File: config.mk
export PLATFORM = sky130hd
export DESIGN_NAME = jtag_mem_bridge
export DESIGN_NICKNAME = d
export VERILOG_FILES = /design/src/rtl/jtag_pkg.sv /design/src/rtl/jtag_wr_fifo.sv /design/src/rtl/jtag_mem_bridge.sv
export SDC_FILE = /design/constraint.sdc
export NUM_CORES = 1
export LEC_CHECK = 0
export BUFFER_PORTS_ARGS = -buffer_cell sky130_fd_sc_hd__buf_4
export CAP_MARGIN = 20
export CORE_AREA = 2 2 213 163
export DETAILED_ROUTE_END_ITERATION = 10
export DIE_AREA = 0 0 215 165
export HOLD_SLACK_MARGIN = 0.08
export PLACE_DENSITY = 0.84
export SLEW_MARGIN = 0
export SYNTH_ARGS = -nofsm -noshare
export SYNTH_HDL_FRONTEND = slang
export SYNTH_SLANG_ARGS = --single-unit
File: constraint.sdc
create_clock -name clk -period 9.51 [get_ports clk]
set_clock_uncertainty 0.15 [all_clocks]
set_input_delay 0.4755 -clock clk [delete_from_list [all_inputs] [get_ports clk]]
set_output_delay 0.4755 -clock clk [all_outputs]
set_load 0.005 [all_outputs]
File: src/rtl/jtag_pkg.sv
// Shared types and default widths for the JTAG memory bridge.
package jtag_pkg;

    localparam int JTAG_AW = 32;
    localparam int JTAG_DW = 64;

    typedef enum logic [1:0] {
        ST_IDLE    = 2'd0,
        ST_WR_REQ  = 2'd1,
        ST_RD_REQ  = 2'd2,
        ST_RD_WAIT = 2'd3
    } state_t;

    typedef struct packed {
        logic [JTAG_AW-1:0] addr;
        logic [JTAG_DW-1:0] data;
    } wr_entry_t;

endpackage

File: src/rtl/jtag_wr_fifo.sv
// Synchronous write queue. Pointers carry one extra wrap bit so full and
// empty are distinguishable without a separate counter register.
module jtag_wr_fifo #(
    parameter int DEPTH = 4,
    parameter int WIDTH = 96
) (
    input  logic                     clk,
    input  logic                     rstn,
    input  logic                     push_i,
    input  logic                     pop_i,
    input  logic [WIDTH-1:0]         wdata_i,
    output logic [WIDTH-1:0]         rdata_o,
    output logic                     full_o,
    output logic                     empty_o,
    output logic [$clog2(DEPTH):0]   count_o
);

    localparam int PW   = $clog2(DEPTH);
    localparam int PTRW = PW + 1;

    logic [PTRW-1:0]  wptr_q, wptr_d;
    logic [PTRW-1:0]  rptr_q, rptr_d;
    logic [WIDTH-1:0] mem_q [DEPTH];
    logic             pop_ok;
    logic             push_ok;

    assign full_o  = (wptr_q[PW] != rptr_q[PW]) && (wptr_q[PW-1:0] == rptr_q[PW-1:0]);
    assign empty_o = (wptr_q == rptr_q);
    assign count_o = wptr_q - rptr_q;
    assign rdata_o = mem_q[rptr_q[PW-1:0]];

    // A pop in the same cycle frees a slot, so a push on a full queue still lands.
    assign pop_ok  = pop_i && !empty_o;
    assign push_ok = push_i && (!full_o || pop_ok);

    // Pointer advance.
    always_comb begin
        wptr_d = wptr_q + PTRW'(push_ok);
        rptr_d = rptr_q + PTRW'(pop_ok);
    end

    // Pointer registers.
    always_ff @(posedge clk or negedge rstn) begin
        if (!rstn) begin
            wptr_q <= '0;
            rptr_q <= '0;
        end else begin
            wptr_q <= wptr_d;
            rptr_q <= rptr_d;
        end
    end

    // Entry storage; contents are don't-care until written.
    always_ff @(posedge clk) begin
        if (push_ok) begin
            mem_q[wptr_q[PW-1:0]] <= wdata_i;
        end
    end

endmodule

File: src/rtl/jtag_mem_bridge.sv
// Memory-side stage of the JTAG debug address chain: queues JTAG writes,
// drains them onto a single-outstanding req/gnt port, and re-reads the
// current JTAG address whenever it moves or is written.
//
// state      | meaning
// -----------+-------------------------------------------------------
// ST_IDLE    | nothing outstanding; writes win over a pending read
// ST_WR_REQ  | presenting FIFO head as a write, waiting for mem_gnt
// ST_RD_REQ  | presenting latched read address, waiting for mem_gnt
// ST_RD_WAIT | read granted, waiting for mem_rvalid
module jtag_mem_bridge
    import jtag_pkg::*;
#(
    parameter int FIFO_DEPTH = 4,
    parameter int AW         = JTAG_AW,
    parameter int DW         = JTAG_DW
) (
    input  logic              clk,
    input  logic              rstn,
    input  logic              jtag_wren,
    input  logic [AW-1:0]     jtag_addr,
    input  logic [DW-1:0]     jtag_wdata,
    output logic [DW-1:0]     jtag_rdata,
    output logic              jtag_rd_valid,
    output logic              mem_req,
    output logic              mem_we,
    output logic [AW-1:0]     mem_addr,
    output logic [DW/8-1:0]   mem_be,
    output logic [DW-1:0]     mem_wdata,
    input  logic              mem_gnt,
    input  logic              mem_rvalid,
    input  logic [DW-1:0]     mem_rdata,
    output logic              overflow
);

    localparam int EW = AW + DW;
    localparam int CW = $clog2(FIFO_DEPTH) + 1;

    state_t          state_q, state_d;
    logic [EW-1:0]   fifo_head;
    logic            fifo_full;
    logic            fifo_empty;
    logic            fifo_pop;
    logic            push_acc;
    logic [CW-1:0]   fifo_count;
    logic [AW-1:0]   head_addr;
    logic [DW-1:0]   head_data;

    logic [AW-1:0]   rd_addr_q, rd_addr_d;
    logic [AW-1:0]   req_addr_q, req_addr_d;
    logic            rd_pending_q, rd_pending_d;
    logic            rd_valid_q, rd_valid_d;
    logic [DW-1:0]   rdata_q, rdata_d;
    logic            overflow_q, overflow_d;
    logic            set_pend;
    logic            rd_grant;
    logic            rd_done;

    jtag_wr_fifo #(
        .DEPTH (FIFO_DEPTH),
        .WIDTH (EW)
    ) u_wr_fifo (
        .clk     (clk),
        .rstn    (rstn),
        .push_i  (jtag_wren),
        .pop_i   (fifo_pop),
        .wdata_i ({jtag_addr, jtag_wdata}),
        .rdata_o (fifo_head),
        .full_o  (fifo_full),
        .empty_o (fifo_empty),
        .count_o (fifo_count)
    );

    assign head_addr = fifo_head[EW-1:DW];
    assign head_data = fifo_head[DW-1:0];
    assign fifo_pop  = (state_q == ST_WR_REQ) && mem_gnt;
    assign push_acc  = jtag_wren && (!fifo_full || fifo_pop);
    assign rd_grant  = (state_q == ST_RD_REQ) && mem_gnt;
    assign rd_done   = (state_q == ST_RD_WAIT) && mem_rvalid;

    // Any accepted push either targets rd_addr or moves it, so both cases re-arm the read.
    assign set_pend  = (jtag_addr != rd_addr_q) || push_acc;

    // State register.
    always_ff @(posedge clk or negedge rstn) begin
        if (!rstn) begin
            state_q <= ST_IDLE;
        end else begin
            state_q <= state_d;
        end
    end

    // Next-state logic.
    always_comb begin
        state_d = state_q;
        case (state_q)
            ST_IDLE: begin
                if (!fifo_empty) begin
                    state_d = ST_WR_REQ;
                end else if (rd_pending_q) begin
                    state_d = ST_RD_REQ;
                end
            end
            ST_WR_REQ: begin
                if (mem_gnt) begin
                    state_d = (fifo_count > CW'(1)) ? ST_WR_REQ : ST_IDLE;
                end
            end
            ST_RD_REQ: begin
                if (mem_gnt) begin
                    state_d = ST_RD_WAIT;
                end
            end
            ST_RD_WAIT: begin
                if (mem_rvalid) begin
                    state_d = ST_IDLE;
                end
            end
            default: state_d = ST_IDLE;
        endcase
    end

    // Request outputs; write path is held by the FIFO head, read path by req_addr_q.
    always_comb begin
        mem_req   = 1'b0;
        mem_we    = 1'b0;
        mem_addr  = '0;
        mem_wdata = '0;
        case (state_q)
            ST_WR_REQ: begin
                mem_req   = 1'b1;
                mem_we    = 1'b1;
                mem_addr  = head_addr << 3;
                mem_wdata = head_data;
            end
            ST_RD_REQ: begin
                mem_req  = 1'b1;
                mem_addr = req_addr_q << 3;
            end
            default: ;
        endcase
    end

    // Read tracking: rd_addr follows JTAG, req_addr freezes the address actually requested.
    always_comb begin
        rd_addr_d    = set_pend ? jtag_addr : rd_addr_q;
        rd_pending_d = set_pend ? 1'b1 : (rd_grant ? 1'b0 : rd_pending_q);
        req_addr_d   = ((state_q == ST_IDLE) && (state_d == ST_RD_REQ)) ? rd_addr_q : req_addr_q;
        rdata_d      = rd_done ? mem_rdata : rdata_q;
        rd_valid_d   = set_pend ? 1'b0 : (rd_done ? !rd_pending_q : rd_valid_q);
        overflow_d   = overflow_q | (jtag_wren & fifo_full & ~fifo_pop);
    end

    // Datapath registers; rd_pending resets high so address 0 is read first.
    always_ff @(posedge clk or negedge rstn) begin
        if (!rstn) begin
            rd_addr_q    <= '0;
            req_addr_q   <= '0;
            rd_pending_q <= 1'b1;
            rd_valid_q   <= 1'b0;
            rdata_q      <= '0;
            overflow_q   <= 1'b0;
        end else begin
            rd_addr_q    <= rd_addr_d;
            req_addr_q   <= req_addr_d;
            rd_pending_q <= rd_pending_d;
            rd_valid_q   <= rd_valid_d;
            rdata_q      <= rdata_d;
            overflow_q   <= overflow_d;
        end
    end

    assign jtag_rdata    = rdata_q;
    assign jtag_rd_valid = rd_valid_q;
    assign overflow      = overflow_q;
    assign mem_be        = '1;

endmodule

==> out/qor.csv <==
stage,metric,value,unit
run_status,status,finished clean,
placed_design,place_congestion,0.764,
sta,final-max-slew-violation-count,0,
grt,grt_start_max_net_pins,98,
synth,async_flop_share,0.268,
sta,period_minus_slack,4.32,ns
worst_hold_path,holdPathEnd,rd_pending_q$_DFFE_PN1P_,
worst_setup_path,path_class,reg -> reg,
synth,syn_area_per_cell,19.7,sq um
floorplanning,die_w,215,um
cts,postCtsHoldBufs,162,
cts,clock-sinks,508,
sta,setup_tns,0,ns
sta,finalHoldViolations,0,
drt,drtIter0Drc,881,
cts,ctsLongestPathBuffers,3,
synth,synth_cell_types,37,
sta,fin_ws,5.19,ns
worst_setup_path,worst_setup_path_end_kind,flop,
sta,setup_viol,0,
drt,wire_per_inst,24.3,um
synth,synthTopCellsByCount,"372 x edfxtp_1, 135 x dfrtp_1, 93 x mux4_2",
cts,cts_buffers,46,
synth,synth_area,0.0198,sq mm
cts,postCtsSetupBuffers,0,
synth,synthTopCellsByArea,"edfxtp_1 56%, dfrtp_1 17%, mux4_2 11%",
floorplanning,die_h,165,um
worst_hold_path,hold_start,mem_gnt,
synth,synth_seq_cells,508,
worst_setup_path,r2r_end,u_wr_fifo.mem_q[2][68]$_DFFE_PP_,
layout,synthToLayoutAreaGrowth,29.2,%
synth,syn_inst,1005,
worst_hold_path,hold_depth,4,
worst_setup_path,cp.arrival,4.34,ns
synth,yosysTopAreaCell,edfxtp_1,
placed_design,pre_cts_ws,5.23,ns
worst_hold_path,min_path_type,in -> reg,
drt,vias,11188,
power_and_ir_drop,p_leak,9.77,nW
power_and_ir_drop,ir_drop,0.000212,V
worst_setup_path,crit_required,9.53,ns
worst_setup_path,rr_worst_depth,6,
cts,cts_tree,done,
floorplanning,core_area,0.0332,sq mm
placed_design,port_buffers,325,
worst_setup_path,regToRegSetupSlack,5.19,ns
grt,grt_pass1_wl,71200,um
synth,synth_top_area_share,0.565,
drt,drc,0,
grt,grt_usage,0.269,
cts,cts_resized,0,
layout,final_layout_size_suffix_gt1_frac,0.391,
worst_setup_path,timing.rr.start,state_q[1]$_DFF_PN0_,
synth,synth_most_common_cell,edfxtp_1,
drt,drt-total-wl,47500,um
drt,firstDrtPassIters,5,
job,max_cap_violations,0,
floorplanning,ios,337,
worst_setup_path,startpoint_type,flop,
power_and_ir_drop,powerDensity,302,mW/mm^2
layout,num-fill-cells,1733,
floorplanning,num_rows,58,
sta,max_freq,0.231,GHz
synth,synth_edf_count,372,
sta,tightest_slew,1.10,ns
cts,path_clk_slew,0.06,ns
floorplanning,initial_core_util,0.595,
sta,finalCritPeriodShare,0.454,
worst_setup_path,path_max_fanout,97,
sta,rsz0062_at_grt,false,
cts,htreeDepth,2,
layout,final_nets,1646,
synth,yosysWarnings,0,
synth,yosysSeqAreaShare,0.737,
drt,postRouteAntennaNets,0,
cts,clockRootBuffer,clkbuf_16,
synth,ys.flop_type,edfxtp_1,
grt,grt_remaining_overflow,0,
sta,max_slew_margin,0.268,
placed_design,dp_hpwl,26700,um
floorplanning,dieArea,0.0355,sq mm
grt,grt_pass1_vias,12106,
cts,clk_latency,0.55,ns
grt,antenna_found_initial,3,
drt,vias_per_cell,5.71,
## registers in the layout (all words and copies together) (netlist names)
register,flops
u_wr_fifo.rptr_q,3
overflow,1
u_wr_fifo.wptr_q,3
u_wr_fifo.mem_q,372
jtag_rd_valid,1
req_addr_q,29
jtag_rdata,64
state_q,2
rd_addr_q,32
rd_pending_q,1
## routing by layer
metal	global-route usage	share of wire	vias to the layer above
met5	0	0	-
met4	0.0975	0.030	0
met3	0.0527	0.066	95
met2	0.459	0.52	501
met1	0.351	0.39	5824
li1	-	-	4768
## through the flow
step	power [mW]	util	instances	hold slack [ns]	cell area (sq um)
finish	7.70	0.769	1958	0.127	25500
global route	8.03	0.769	1957	0.108	25500
CTS	7.68	0.768	1954	0.104	25500
detailed placement	5.82	0.676	1709	0.344	22500
global placement	5.73	0.676	1709	0.318	22500
floorplan	4.70	-	1014	0.0299	19800
## power breakdown
part           switching (mW)  internal (mW)  total [mW]
logic                    1.19           1.39        2.59
registers               0.301           3.01        3.32
clock network           0.782           1.02        1.80
total                    2.28           5.43        7.70
## layout by cell type (no fill, tap or decap), drive strengths merged
master         n
dlygate4sd3  162
a221oi         1
mux2          93
and3           5
nand4          9
nand2          5
nor3           1
dfstp          1
a21o           1
clkbuf        66
dfrtp        135
xor2           3
mux4          93
xnor2         34
a31oi          3
bufinv         4
a41o           1
ha            10
diode          3
a22oi         29
edfxtp       372
clkinv        13
nor2b         30
nor4           1
conb          11
a21oi          3
buf          337
a221o          1
inv            8
o21ai          2
fa             1
and4b          1
and2          65
nor2           2
o21bai         1
o31a           1
## cell type report
class / count / area [sq um] / share of cell area
flip-flops and latches: 508 / 14600 / 0.571
multi-input cells: 407 / 4770 / 0.187
repair buffers: 499 / 4160 / 0.163
clock buffers: 66 / 1250 / 0.0488
well taps: 450 / 563 / 0.0220
clock inverters: 17 / 186 / 0.00730
inverters: 8 / 30.0 / 0.00118
diodes: 3 / 7.51 / 0.000294
## kinds of logic (layout without fill, tap and decap cells)
family          after synthesis  count (layout)  share of synthesized area
buf+inv                      99             590                     0.0252
mux                         186             186                      0.161
other cells                   2              14                   0.000380
fa+ha+maj                    11              11                    0.00734
xor+xnor                     37              37                     0.0164
flops                       508             508                      0.737
simple gates                119             119                     0.0369
compound gates               43              43                     0.0159
## worst max path at each step
| stage | from | end | slack (ns) | cells past startpoint |
|---|---|---|---|---|
| after floorplan | u_wr_fifo.rptr_q[1]$_DFF_PN0_ | u_wr_fifo.mem_q[0][0]$_DFFE_PP_ | 4.80 | 7 |
| after global placement | state_q[1]$_DFF_PN0_ | u_wr_fifo.mem_q[2][8]$_DFFE_PP_ | 5.43 | 6 |
| after detailed placement | state_q[1]$_DFF_PN0_ | u_wr_fifo.mem_q[2][87]$_DFFE_PP_ | 5.23 | 6 |
| after CTS | state_q[1]$_DFF_PN0_ | u_wr_fifo.mem_q[2][64]$_DFFE_PP_ | 5.20 | 6 |
| after global routing | state_q[1]$_DFF_PN0_ | u_wr_fifo.mem_q[2][6]$_DFFE_PP_ | 4.95 | 6 |
| final | state_q[1]$_DFF_PN0_ | u_wr_fifo.mem_q[2][68]$_DFFE_PP_ | 5.19 | 6 |
## worst max-delay path: stages (launching register included)
cell	delay, ns
dfrtp_1	0.43
inv_1	0.13
ha_4	0.85
nand2_1	0.24
a31oi_1	0.62
and3_4	0.64
buf_4	0.84
(Power assumes the default switching activity.)
